<file path="src/rtl/acc_reg_file_ctx.sv">
// Accumulator-centred register file (entry 0 = accumulator) with a shadow bank and save/restore sequencer.
// Reads are combinational with optional write bypass. While busy, 2**D cycles copy one entry per cycle and writes are dropped.
module acc_reg_file_ctx #(
  parameter int W      = 8,
  parameter int D      = 4,
  parameter bit BYPASS = 1'b1
) (
  input  logic                      CLK,
  input  logic                      Reset,
  input  logic                      RegWrite,
  input  logic                      AccWrite,
  input  logic [D-1:0]              wr_index,
  input  logic [W-1:0]              writeValue,
  input  logic [D-1:0]              rd_index_a,
  input  logic [D-1:0]              rd_index_b,
  input  logic                      save_req,
  input  logic                      restore_req,
  output logic [W-1:0]              Acc_out,
  output logic                      Acc_zero,
  output logic [W-1:0]              Reg_out_a,
  output logic [W-1:0]              Reg_out_b,
  output logic                      busy,
  output logic                      done,
  output logic [(2**D)-1:0][W-1:0]  reg_debug
);
  localparam int N = 2**D;
  localparam logic [D-1:0] LAST = D'(N - 1);

  typedef enum logic [1:0] {IDLE, SAVE, RESTORE} state_t;

  state_t         state, state_nxt;
  logic [D-1:0]   cnt;
  logic [W-1:0]   regs   [N];
  logic [W-1:0]   shadow [N];
  logic           idle;
  logic           fwd_en;
  logic           hit_a, hit_b, hit_acc;

  assign idle   = (state == IDLE);
  assign busy   = ~idle;
  assign fwd_en = BYPASS && idle;

  // A read matches the in-flight write if it targets wr_index (RegWrite) or entry 0 (AccWrite).
  assign hit_a   = fwd_en && ((RegWrite && (wr_index == rd_index_a)) ||
                              (AccWrite && (rd_index_a == '0)));
  assign hit_b   = fwd_en && ((RegWrite && (wr_index == rd_index_b)) ||
                              (AccWrite && (rd_index_b == '0)));
  assign hit_acc = fwd_en && (AccWrite || (RegWrite && (wr_index == '0)));

  assign Reg_out_a = hit_a   ? writeValue : regs[rd_index_a];
  assign Reg_out_b = hit_b   ? writeValue : regs[rd_index_b];
  assign Acc_out   = hit_acc ? writeValue : regs[0];
  assign Acc_zero  = (Acc_out == '0);

  always_comb begin
    for (int i = 0; i < N; i++) reg_debug[i] = regs[i];
  end

  always_comb begin
    state_nxt = state;
    case (state)
      IDLE: begin
        if (save_req)         state_nxt = SAVE;
        else if (restore_req) state_nxt = RESTORE;
      end
      default: begin
        if (cnt == LAST) state_nxt = IDLE;
      end
    endcase
  end

  always_ff @(posedge CLK) begin
    if (Reset) begin
      for (int i = 0; i < N; i++) begin
        regs[i]   <= '0;
        shadow[i] <= '0;
      end
      state <= IDLE;
      cnt   <= '0;
      done  <= 1'b0;
    end else begin
      state <= state_nxt;
      done  <= !idle && (cnt == LAST);
      case (state)
        IDLE: begin
          // Both enables with wr_index 0 collapse to one write of the same value.
          if (AccWrite) regs[0]        <= writeValue;
          if (RegWrite) regs[wr_index] <= writeValue;
        end
        SAVE: begin
          shadow[cnt] <= regs[cnt];
          cnt         <= cnt + 1'b1;
        end
        RESTORE: begin
          regs[cnt] <= shadow[cnt];
          cnt       <= cnt + 1'b1;
        end
        default: ;
      endcase
    end
  end

endmodule

</file>
<file path="config.mk">
export PLATFORM = sky130hd
export DESIGN_NAME = acc_reg_file_ctx
export DESIGN_NICKNAME = d
export VERILOG_FILES = /design/src/rtl/acc_reg_file_ctx.sv
export SDC_FILE = /design/constraint.sdc
export NUM_CORES = 1
export LEC_CHECK = 0
export CORE_ASPECT_RATIO = 0.6
export CORE_MARGIN = 1.5
export CORE_UTILIZATION = 51
export DETAILED_ROUTE_END_ITERATION = 8
export HOLD_SLACK_MARGIN = 0.06
export PLACE_DENSITY_LB_ADDON = 0.2
export SLEW_MARGIN = 20
export SYNTH_ARGS = -nofsm -noshare
export SYNTH_HDL_FRONTEND = slang
export SYNTH_SLANG_ARGS = --single-unit
</file>
<file path="constraint.sdc">
create_clock -name CLK -period 3.6 [get_ports CLK]
set_input_delay 1.08 -clock CLK [delete_from_list [all_inputs] [get_ports CLK]]
set_output_delay 1.08 -clock CLK [all_outputs]
set_load 0.01 [all_outputs]
</file>
# Word level (Yosys, flattened, before mapping)

Memory sizes are Yosys's and may differ from the RTL's. A register that Yosys moved wholly into a read port is not among the register bits.
Cells that the tools add are included.

Register bits after elaboration: 7
Memory bits (writable): 256
Input bits: 26
Output and inout bits: 155
Logic and storage cells: 75
Memories: 2

Memory list:

| name   | depth | width | rd ports | clocked after memory_dff | write ports | RTL line | source |
|---|---|---|---|---|---|---|---|
| regs   | 16    | 8     | 19       | 1                        | 16          | 33       | `logic [W-1:0] regs [N];` |
| shadow | 16    | 8     | 1        | 1                        | 16          | 34       | `logic [W-1:0] shadow [N];` |

Add/subtract/negate cells: 1
Eq/ne operators: 6
Muxes and demuxes: 37
Bitwise logic cells: 2
Reductions and logical operators: 24

Operators with widths:

| cell                | number |
|---|---|
| $mux 8              | 7 |
| $mux 4              | 7 |
| $reduce_or 8->1     | 3 |
| $mux 1              | 19 |
| $logic_not 4->1     | 3 |
| $logic_and 1x1->1   | 9 |
| $eq 4x4->1          | 2 |
| $logic_not 8->1     | 1 |
| $mux 2              | 4 |
| $add 4x1->4 const B | 1 |
| $eq 4x4->1 const B  | 1 |
| $logic_or 1x1->1    | 3 |
| $ne 3x3->1 const B  | 1 |
| $eq 2x1->1 const B  | 1 |
| $eq 2x2->1 const B  | 1 |
| $logic_not 2->1     | 1 |
| $reduce_and 2->1    | 1 |
| $reduce_bool 2->1   | 1 |
| $reduce_or 2->1     | 1 |
| $logic_not 1->1     | 1 |
| $not 1->1           | 1 |
| $or 1x1->1          | 1 |

# Depth between registers and ports, before layout

Depth after elaboration: 6
Depth in mapped cells: 9
Depth with buffers taken out: 7

# Least setup slack after synthesis

No wires, ideal clock.

Path type: input -> output
Start point: input port rd_index_a[0]
End point: output port Reg_out_a[0]
Arrival time: 2,687 ps
Slack: -167 ps
Cell stages on the path: 7
Cell sequence: buf_2 > buf_2 > or4b_2 > o31ai_1 > buf_4 > nand2_1 > o21ai_0

Word-level cells in the longest chain between the ends: 5
Elaborated cells between the ends (all ways): 8

Ends and longest elaborated chain:

| item                                                 | RTL line | source |
|---|---|---|
| start: declaration                                   | 14       | `input logic [D-1:0] rd_index_a,` |
| branches (longest 4 deep; another with $mem_v2 16x8) | -        |  |
| $mux 8 (*)                                           | 50       | `assign Reg_out_a = hit_a ? writeValue : regs[rd_index_a];` |
| end: declaration                                     | 20       | `output logic [W-1:0] Reg_out_a,` |

Every way passes the cells marked *.

# Final worst setup path

Start point: input port rd_index_b[0]
End point: output port Reg_out_b[3]

Word-level cells in the longest chain between the ends: 5
Elaborated cells between the ends (all ways): 8

Ends and longest elaborated chain:

| item                                                 | RTL line | source |
|---|---|---|
| start: declaration                                   | 15       | `input logic [D-1:0] rd_index_b,` |
| branches (longest 4 deep; another with $mem_v2 16x8) | -        |  |
| $mux 8 (*)                                           | 51       | `assign Reg_out_b = hit_b ? writeValue : regs[rd_index_b];` |
| end: declaration                                     | 21       | `output logic [W-1:0] Reg_out_b,` |

Marked as above.

==> flow_summary.yaml <==
status:
  status: "finished with violations"
  violations: "negative setup slack"
clock_tree:
  h-tree-depth: 1
  clock_latency_ps: 550
  cts_buffers: 26
  cts_tree: "built"
  hold_buffers: 0
  cts_num_sinks: 267
  clock-root-buffer: "clkbuf_16"
  cts_buffer_depth: 3
  clkTransAtPathRegs_ps: 70
place:
  dp_cells: 1701
  numPortBuffers: 180
  gp_congestion: 1.057
  dpl.hpwl_mm: 39.53
  dpl-instance-area_mm2: 0.01796
finish:
  instances_no_fill: 1764
  fill_cells: 1975
  finish.instance_area_mm2: 0.01918
  final_cell_mix: "264 x nor2_1, 256 x edfxtp_1, 140 x clkdlybuf4s50_1"
  drive_above_1_share: 0.3185
  area_growth_pct: 30.00
  nNetsFinal: 1407
  final_common_cell: "nor2_1"
power_and_ir_drop:
  p_leak_uw: 0.006868
  power_density_mw_per_mm2: 442.7
  ir_worst_vdd_v: 0.0003077
timing:
  setup_ws_ps: -243.1
  fin_tns_setup_ps: -2534
  fin_crit_sh: 1.068
  max_freq_mhz: 260.2
  hold_viol_final: 0
  rsz0062_at_grt: "yes"
  period_needed_ps: 3843
  setup_violations: 16
  hold_ws_ps: 512.4
  maxSlewViolCount: 0
  worstMarginPinSlew_ps: 1177
  fin_worst_skew_ps: 14.22
  relSlewSlack: 0.2153
logic_synthesis:
  syn_inst: 1089
  ys_seq_elements: 267
  avgSynthCellArea_um2: 13.55
  synth_area_mm2: 0.01476
  synth_seq_area_share: 0.5359
  synth_nets: 1122
  synth_edf_count: 256
  ys.warnings.count: 0
  synth_cell_type_count: 57
  synth_top_flop_cell: "edfxtp_1"
  synthArstFlopShare: 0
worst_setup_path:
  r2r_start: "state[0]$_SDFFE_PP0P_"
  end_kind: "output pin"
  path_class: "primary input to output pin"
  start_kind: "primary input"
  critical_path.startpoint: "rd_index_b[0]"
  required_ps: 2520
  r2r_cells: 6
  critical_path_arrival_ps: 2760
  crit_fanout: 6
  r2r-end: "regs[11][4]$_SDFFCE_PN0P_"
  r2r_slack_ps: 550
floorplanning:
  placeableCoreArea_mm2: 0.02799
  initial_core_util: 0.5272
  die_area_mm2: 0.03000
  dieHeight_um: 134.8
  rows: 47
  io_pins: 181
  die_x_um: 222.6
worst_hold_path:
  worstHoldStart: "state[1]$_SDFFE_PP0P_"
  hp-class: "flip-flop to flip-flop"
  min_to: "state[1]$_SDFFE_PP0P_"
  hold_depth: 2
drt:
  drt_iter0_drc: 2063
  routed_wl_mm: 53.46
  final_antenna_net_count: 0
  firstDrtPassIters: 6
  wire_per_inst_um: 30.30
  vias: 11750
  via_per_inst: 6.660
  remaining_drc_errors: 0
global_route:
  grt_pass1_wl_mm: 75.87
  grt_usage: 0.3556
  grt_start_max_net_pins: 45
  grt_pass1_vias: 10880
  overflow: 0
  antenna_found_initial: 3
job:
  cap_violations: 0
-- power by group --
part           internal [uW]  total (uW)  switching [uW]  leakage [uW]
sequential              3540        3740             197       0.00274
clock                   1540        2790            1250      0.000426
combinational            883        1960            1070       0.00370
total                   5970        8490            2530       0.00687
-- worst max-delay path: stages --
cell and delay (ps):
buf_12 100, buf_12 130, buf_8 130, mux4_2 590
a22o_1 220, a221oi_2 170, buf_4 160, o21ai_2 40
buf_2 130
-- cell type report --
| class | count | area [um2] | area share |
|---|---|---|---|
| multi-input combinational | 734 | 6619 | 0.3450 |
| clock buffer | 30 | 686.9 | 0.03581 |
| antenna | 3 | 7.507 | 0.0003913 |
| sequential | 267 | 7914 | 0.4125 |
| tap | 367 | 459.2 | 0.02394 |
| timing repair buffer | 340 | 3309 | 0.1725 |
| inverter | 5 | 18.77 | 0.0009783 |
| clock inverter | 18 | 168.9 | 0.008805 |
-- logic make-up after synthesis --
| group | share of synthesized area |
|---|---|
| AO/OA/AOI/OAI | 0.06130 |
| adder cells (fa/ha/maj) | 0.005935 |
| multiplexers | 0.2255 |
| buffers and inverters | 0.03587 |
| AND/OR/NAND/NOR | 0.1290 |
| XOR/XNOR | 0.006529 |
| flip-flops | 0.5359 |
-- worst max path at each step --
stage and to:
2_1_floorplan Reg_out_a[6], 5_1_grt Reg_out_b[3], 3_3_place_gp Reg_out_a[1], 4_1_cts Reg_out_b[3]
6_report Reg_out_b[3], 3_5_place_dp Acc_out[6]
-- per-layer routing --
layer / GRT usage / vias up / wire length (um)
met3: 0.1641 / 103 / 9252
li1: - / 4761 / -
met4: 0.06311 / 0 / 1077
met1: 0.5300 / 5907 / 21470
met5: 0 / - / 0
met2: 0.4786 / 977 / 21660
-- cell usage after synthesis (11+ instances only) --
cell type / number / area (um2)
buf_4: 15 / 112.6
mux4_2: 106 / 2387
mux2_2: 21 / 236.5
dfxtp_1: 11 / 220.2
o21ai_0: 20 / 100.1
a22o_1: 17 / 148.9
nand2_1: 71 / 266.5
mux4_1: 18 / 473.0
edfxtp_1: 256 / 7687
nand3_1: 13 / 65.06
nand2b_1: 38 / 237.7
nor2_1: 269 / 1010
nor2b_1: 12 / 75.07
buf_2: 15 / 75.07
clkbuf_1: 34 / 127.6
mux2i_1: 23 / 230.2
a221oi_1: 18 / 157.7
-- repair_timing --
action	CTS	global route
pin swaps	27	11
setup buffers	12	1
cloned	4	0
setup endpoints to repair	25	22
gates resized for setup	187	11
-- through the flow --
stage               utilization  setup WS, ps  total power, uW
finish                   0.6853        -243.1             8492
detailed placement       0.6415        -802.2             5652
global route             0.6851        -264.4             8664
CTS                      0.6840        -221.8             8423
floorplan                     -         54.26             4828
global placement         0.6415        -781.9             5638
-- sequential cells by signal, indices dropped and copies added, names as in the netlist, named ones only --
signal,flops
regs,128
shadow,128
cnt,4
state,2
done,1
(Power assumes the default switching activity.)
